`src/rtl/add_seq_ctrl.sv`:
```
// add_seq_ctrl: multi-cycle W-bit adder.
// It adds one SLICE_W-bit ripple-carry slice per cycle, from the least
// significant slice up, so one operation takes N = W/SLICE_W cycles in RUN.
//
// Ports:
//   clk, rst_n         single clock; asynchronous active-low reset
//   in_valid, in_ready request handshake (in_ready is high only in IDLE)
//   a, b, c_in         addends and carry-in, latched when a request is accepted
//   out_valid, out_ready result handshake (out_valid is high only in DONE)
//   sum, c_out, ovf    a + b + c_in mod 2^W, carry out, and signed overflow
//   busy               high while in RUN or DONE
module add_seq_ctrl #(
    parameter int unsigned W       = 64,
    parameter int unsigned SLICE_W = 16
) (
    input  logic         clk,
    input  logic         rst_n,
    input  logic         in_valid,
    output logic         in_ready,
    input  logic [W-1:0] a,
    input  logic [W-1:0] b,
    input  logic         c_in,
    output logic         out_valid,
    input  logic         out_ready,
    output logic [W-1:0] sum,
    output logic         c_out,
    output logic         ovf,
    output logic         busy
);

    localparam int unsigned N     = W / SLICE_W;
    localparam int unsigned KW    = (N > 1) ? $clog2(N) : 1;
    localparam logic [KW-1:0] KLast = KW'(N - 1);

    if ((W % SLICE_W) != 0) begin : g_bad_slice_w
        $error("add_seq_ctrl: W must be a multiple of SLICE_W");
    end

    typedef enum logic [1:0] {StIdle, StRun, StDone} state_e;

    state_e              state_q, state_d;
    logic [KW-1:0]       k_q;
    logic                carry_q;
    logic [W-1:0]        a_q, b_q;
    logic [W-1:0]        sum_q;
    logic                c_out_q, ovf_q;

    int unsigned         slice_base;
    logic [SLICE_W-1:0]  a_slice, b_slice;
    logic [SLICE_W:0]    slice_res;
    logic                carry_into_msb;

    // Slice datapath
    always_comb begin
        slice_base = 32'(k_q) * SLICE_W;
        a_slice    = a_q[slice_base +: SLICE_W];
        b_slice    = b_q[slice_base +: SLICE_W];
        slice_res  = {1'b0, a_slice} + {1'b0, b_slice} + {{SLICE_W{1'b0}}, carry_q};
        // Only meaningful on the last slice, where slice bit SLICE_W-1 is bit W-1.
        carry_into_msb = a_slice[SLICE_W-1] ^ b_slice[SLICE_W-1] ^ slice_res[SLICE_W-1];
    end

    // State register
    always_ff @(posedge clk or negedge rst_n) begin
        if (!rst_n) begin
            state_q <= StIdle;
        end else begin
            state_q <= state_d;
        end
    end

    // Next-state logic
    always_comb begin
        state_d = state_q;
        unique case (state_q)
            StIdle: if (in_valid)   state_d = StRun;
            StRun:  if (k_q == KLast) state_d = StDone;
            StDone: if (out_ready)  state_d = StIdle;
            default:                state_d = StIdle;
        endcase
    end

    // Outputs are decoded from state so reset takes effect without a clock.
    always_comb begin
        in_ready  = (state_q == StIdle);
        out_valid = (state_q == StDone);
        busy      = (state_q == StRun) || (state_q == StDone);
        sum       = sum_q;
        c_out     = c_out_q;
        ovf       = ovf_q;
    end

    // Operand latch, slice accumulation and result capture
    always_ff @(posedge clk or negedge rst_n) begin
        if (!rst_n) begin
            k_q     <= '0;
            carry_q <= 1'b0;
            a_q     <= '0;
            b_q     <= '0;
            sum_q   <= '0;
            c_out_q <= 1'b0;
            ovf_q   <= 1'b0;
        end else begin
            unique case (state_q)
                StIdle: begin
                    if (in_valid) begin
                        a_q     <= a;
                        b_q     <= b;
                        carry_q <= c_in;
                        k_q     <= '0;
                    end
                end
                StRun: begin
                    sum_q[slice_base +: SLICE_W] <= slice_res[SLICE_W-1:0];
                    carry_q                      <= slice_res[SLICE_W];
                    if (k_q == KLast) begin
                        k_q     <= '0;
                        c_out_q <= slice_res[SLICE_W];
                        ovf_q   <= carry_into_msb ^ slice_res[SLICE_W];
                    end else begin
                        k_q <= k_q + 1'b1;
                    end
                end
                default: ;
            endcase
        end
    end

endmodule

```
`config.mk`:
```
export PLATFORM = sky130hd
export DESIGN_NAME = add_seq_ctrl
export DESIGN_NICKNAME = d
export VERILOG_FILES = /design/src/rtl/add_seq_ctrl.sv
export SDC_FILE = /design/constraint.sdc
export NUM_CORES = 1
export LEC_CHECK = 0
export ABC_CLOCK_PERIOD_IN_PS = 3600
export CAP_MARGIN = 20
export CORE_MARGIN = 2
export CORE_UTILIZATION = 40
export CTS_BUF_LIST = sky130_fd_sc_hd__clkbuf_8
export DETAILED_ROUTE_END_ITERATION = 8
export GPL_TIMING_DRIVEN = 0
export PLACE_DENSITY = 0.68
export SKIP_LAST_GASP = 1
export SLEW_MARGIN = 30
export SYNTH_ARGS = -nofsm -noshare
export SYNTH_HDL_FRONTEND = slang
export SYNTH_SLANG_ARGS = --single-unit
export TNS_END_PERCENT = 20
```
`constraint.sdc`:
```
create_clock -name clk -period 3.6 [get_ports clk]
set_clock_uncertainty 0.1 [all_clocks]
set_input_delay 0.54 -clock clk [delete_from_list [all_inputs] [get_ports clk]]
set_output_delay 0.54 -clock clk [all_outputs]
set_load 0.005 [all_outputs]
```
==> impl_metrics.env <==
export IMPL_cp_max_fo=10
export IMPL_p_leak_nw=5.027
export IMPL_syn_area_per_cell_sq_um=14.22
export IMPL_diodes=0
export IMPL_syn_cell_area_sq_um=9084
export IMPL_grt_pass1_vias=6383
export IMPL_vias_per_cell=5.400
export IMPL_overflow=0
export IMPL_final_cell_mix="clkdlybuf4s50_1 (200), dfrtp_1 (198), mux2_2 (129), a22o_1 (44), nand2_1 (33)"
export IMPL_dp_cells=1127
export IMPL_worst_slew_pin_slew_ns=0.8943
export IMPL_core_area_sq_um=22430
export IMPL_htree_levels=4
export IMPL_dp_hpwl_um=17860
export IMPL_antenna_found_initial=1
export IMPL_hold_path_depth=2
export IMPL_layout_min_cycle_time_ns=3.564
export IMPL_finalSetupViolations=0
export IMPL_grt_usage_pct=20.33
export IMPL_synth_edf_count=0
export IMPL_grt_pass1_wl_um=36850
export IMPL_drv_slew=0
export IMPL_startpoint_type="flip-flop"
export IMPL_final_common_cell="clkdlybuf4s50_1"
export IMPL_dieArea_sq_um=23930
export IMPL_numCtsBuffers=17
export IMPL_dr_pass1_iters=4
export IMPL_ys_warn_count=0
export IMPL_antenna_left=0
export IMPL_synth_area_top_cells="dfrtp_1 (55%), mux2_2 (16%), mux4_2 (7.9%)"
export IMPL_port_buffers=201
export IMPL_finalCritPeriodShare_pct=98.99
export IMPL_status="finished clean"
export IMPL_arrival_ns=3.87
export IMPL_cts_sinks=199
export IMPL_fin_total_pwr_mw=12.99
export IMPL_crit_type="reg -> reg"
export IMPL_clkLatencyLatePin_ns=0.46
export IMPL_ir_worst_vdd_v=0.0005829
export IMPL_rows=55
export IMPL_layout_cells_non_filler=1161
export IMPL_drc=0
export IMPL_cp_end_kind="flip-flop"
export IMPL_max_clock_freq_mhz=280.6
export IMPL_wl_per_cell_um=20.19
export IMPL_start_util_pct=40.49
export IMPL_syn_nets=798
export IMPL_maxCapViolCount=0
export IMPL_r2r_cells=12
export IMPL_yosysSeqAreaShare_pct=54.82
export IMPL_clk_pin_slew_worst_paths_ns=0.10
export IMPL_min_path_type="reg -> reg"
export IMPL_cts_tree="done"
export IMPL_io_pin_count=202
export IMPL_vias=6269
export IMPL_timing_rr_start="k_q[1]$_DFFE_PN0P_"
export IMPL_final_util_pct=53.66
export IMPL_fp_dieH_um=154.7
export IMPL_async_reset_ff_share_pct=100.0
export IMPL_root_buffer="clkbuf_8"
export IMPL_synth_seq_cells=199
export IMPL_holdPathEnd="sum[40]$_DFFE_PN0P_"
export IMPL_final_layout_size_suffix_gt1_share_pct=25.80
export IMPL_yosysUniqueCellTypes=56
export IMPL_yosys_area_top_type="dfrtp_1"
export IMPL_rsz0062_at_grt="yes"
export IMPL_synth_top_area_share_pct=54.82
export IMPL_clock_path_buffers=2
export IMPL_power_density_nw_per_um2=1079
export IMPL_syn2layout_area_growth_pct=32.53
export IMPL_grt_max_degree=83
export IMPL_layout_nets=1022
export IMPL_gp_congestion=0.7889
export IMPL_first_iter_violations=225
export IMPL_rrSetupSlack_ns=0.04
export IMPL_fp_dieW_um=154.7
export IMPL_synthCells=639
export IMPL_synthFlopType="dfrtp_1"
export IMPL_hold_viol_final=0
export IMPL_max_slew_margin_pct=40.38
export IMPL_routed_wl_um=23440
export IMPL_rr_endpoint="sum[62]$_DFFE_PN0P_"
export IMPL_worstPathRequired_ns=3.90
export IMPL_worstHoldStart="sum[40]$_DFFE_PN0P_"
-- sequential cells by signal, indices dropped and copies added, names as in the netlist --
name     flops
a_q         64
b_q         64
c_out        1
carry_q      1
k_q          2
ovf          1
state_q      2
sum         64
-- report_power, final --
part           leakage [nW]  total, mW  switching [mW]  internal [mW]
Sequential             2.47       3.71           0.507           3.20
Combinational          2.35       7.79            4.22           3.57
Clock                 0.210       1.49           0.802          0.692
-- layer usage --
metal / part of all wire (%) / wire [um] / vias up / GRT usage, %
li1: - / - / 2837 / -
met2: 49 / 11440 / 196 / 33.55
met1: 44 / 10210 / 3227 / 27.05
met5: 0 / 0 / - / 0
met4: 0.77 / 181 / 0 / 3.439
met3: 6.9 / 1606 / 9 / 6.276
-- how the worst max path moves through the flow --
stage | startpoint | slack, ns | to
final | k_q[1]$_DFFE_PN0P_ | 0.04 | sum[62]$_DFFE_PN0P_
after global routing | k_q[1]$_DFFE_PN0P_ | -0.12 | sum[62]$_DFFE_PN0P_
after CTS | k_q[0]$_DFFE_PN0P_ | 0.04 | sum[62]$_DFFE_PN0P_
after detailed placement | k_q[1]$_DFFE_PN0P_ | -1.01 | sum[40]$_DFFE_PN0P_
after global placement | rst_n | -6.51 | b_q[19]$_DFFE_PN0P_
after floorplan | k_q[0]$_DFFE_PN0P_ | 0.0003 | ovf$_DFFE_PN0P_
-- metrics by stage --
step / setup TNS [ns] / cell area [sq um] / setup slack [ns] / hold WS [ns]
finish: 0 / 12040 / 0.03650 / 0.3884
global route: -1.489 / 12040 / -0.1164 / 0.4225
CTS: 0 / 12010 / 0.03508 / 0.3954
detailed placement: -22.53 / 11510 / -1.009 / 0.3406
global placement: -1311.82 / 11450 / -6.510 / 0.3674
floorplan: 0 / 9084 / 0.0002622 / 0.1444
-- layout make-up --
| cell class | count | area, sq um |
|---|---|---|
| Tap cell | 285 | 356.6 |
| Timing Repair Buffer | 205 | 2090 |
| Clock buffer | 17 | 234.0 |
| Fill cell | 1960 | 10400 |
| Inverter | 19 | 71.32 |
| Clock inverter | 15 | 175.2 |
| Sequential cell | 199 | 4981 |
| Buffer | 33 | 177.7 |
| Multi-Input combinational cell | 388 | 3954 |
-- synth_stat cells (3+ instances only) --
library cell	n
a21oi_1	13
o21bai_1	3
nor3_1	3
a31oi_1	8
mux2_2	129
o21ai_0	20
a22o_1	44
dfrtp_1	199
clkbuf_1	22
nand2_1	33
a32o_1	6
nor4_1	3
inv_1	19
nand2b_1	3
xnor2_1	5
ha_1	24
buf_2	7
mux4_2	32
buf_1	3
o31ai_1	4
nand3_1	3
and3_1	4
o211ai_1	3
nor2_1	9
-- critical path: stages (launching register included) --
cell and delay, ns:
dfrtp_1 0.40, clkbuf_4 0.25, clkbuf_4 0.27, mux4_2 0.38
fa_1 0.42, inv_1 0.09, fa_1 0.20, and2b_1 0.24
o2111ai_4 0.24, a211oi_4 0.13, a21oi_2 0.22, mux2i_4 0.34
a32o_1 0.20
-- cells by family after synthesis --
group | share of synthesized area, %
simple gates | 3.637
mux | 24.08
compound gates | 10.36
flops | 54.82
xor+xnor | 1.033
fa+ha+maj | 3.747
buf+inv | 2.328
-- what timing repair did --
item	in CTS	in global routing
pin swaps	1	3
hold buffers	1	0
setup buffers	1	0
endpoints found under the hold margin	36	0
setup endpoints to repair	51	34
gates resized for setup	17	8
Note: power is estimated with default switching activity, not from simulation.
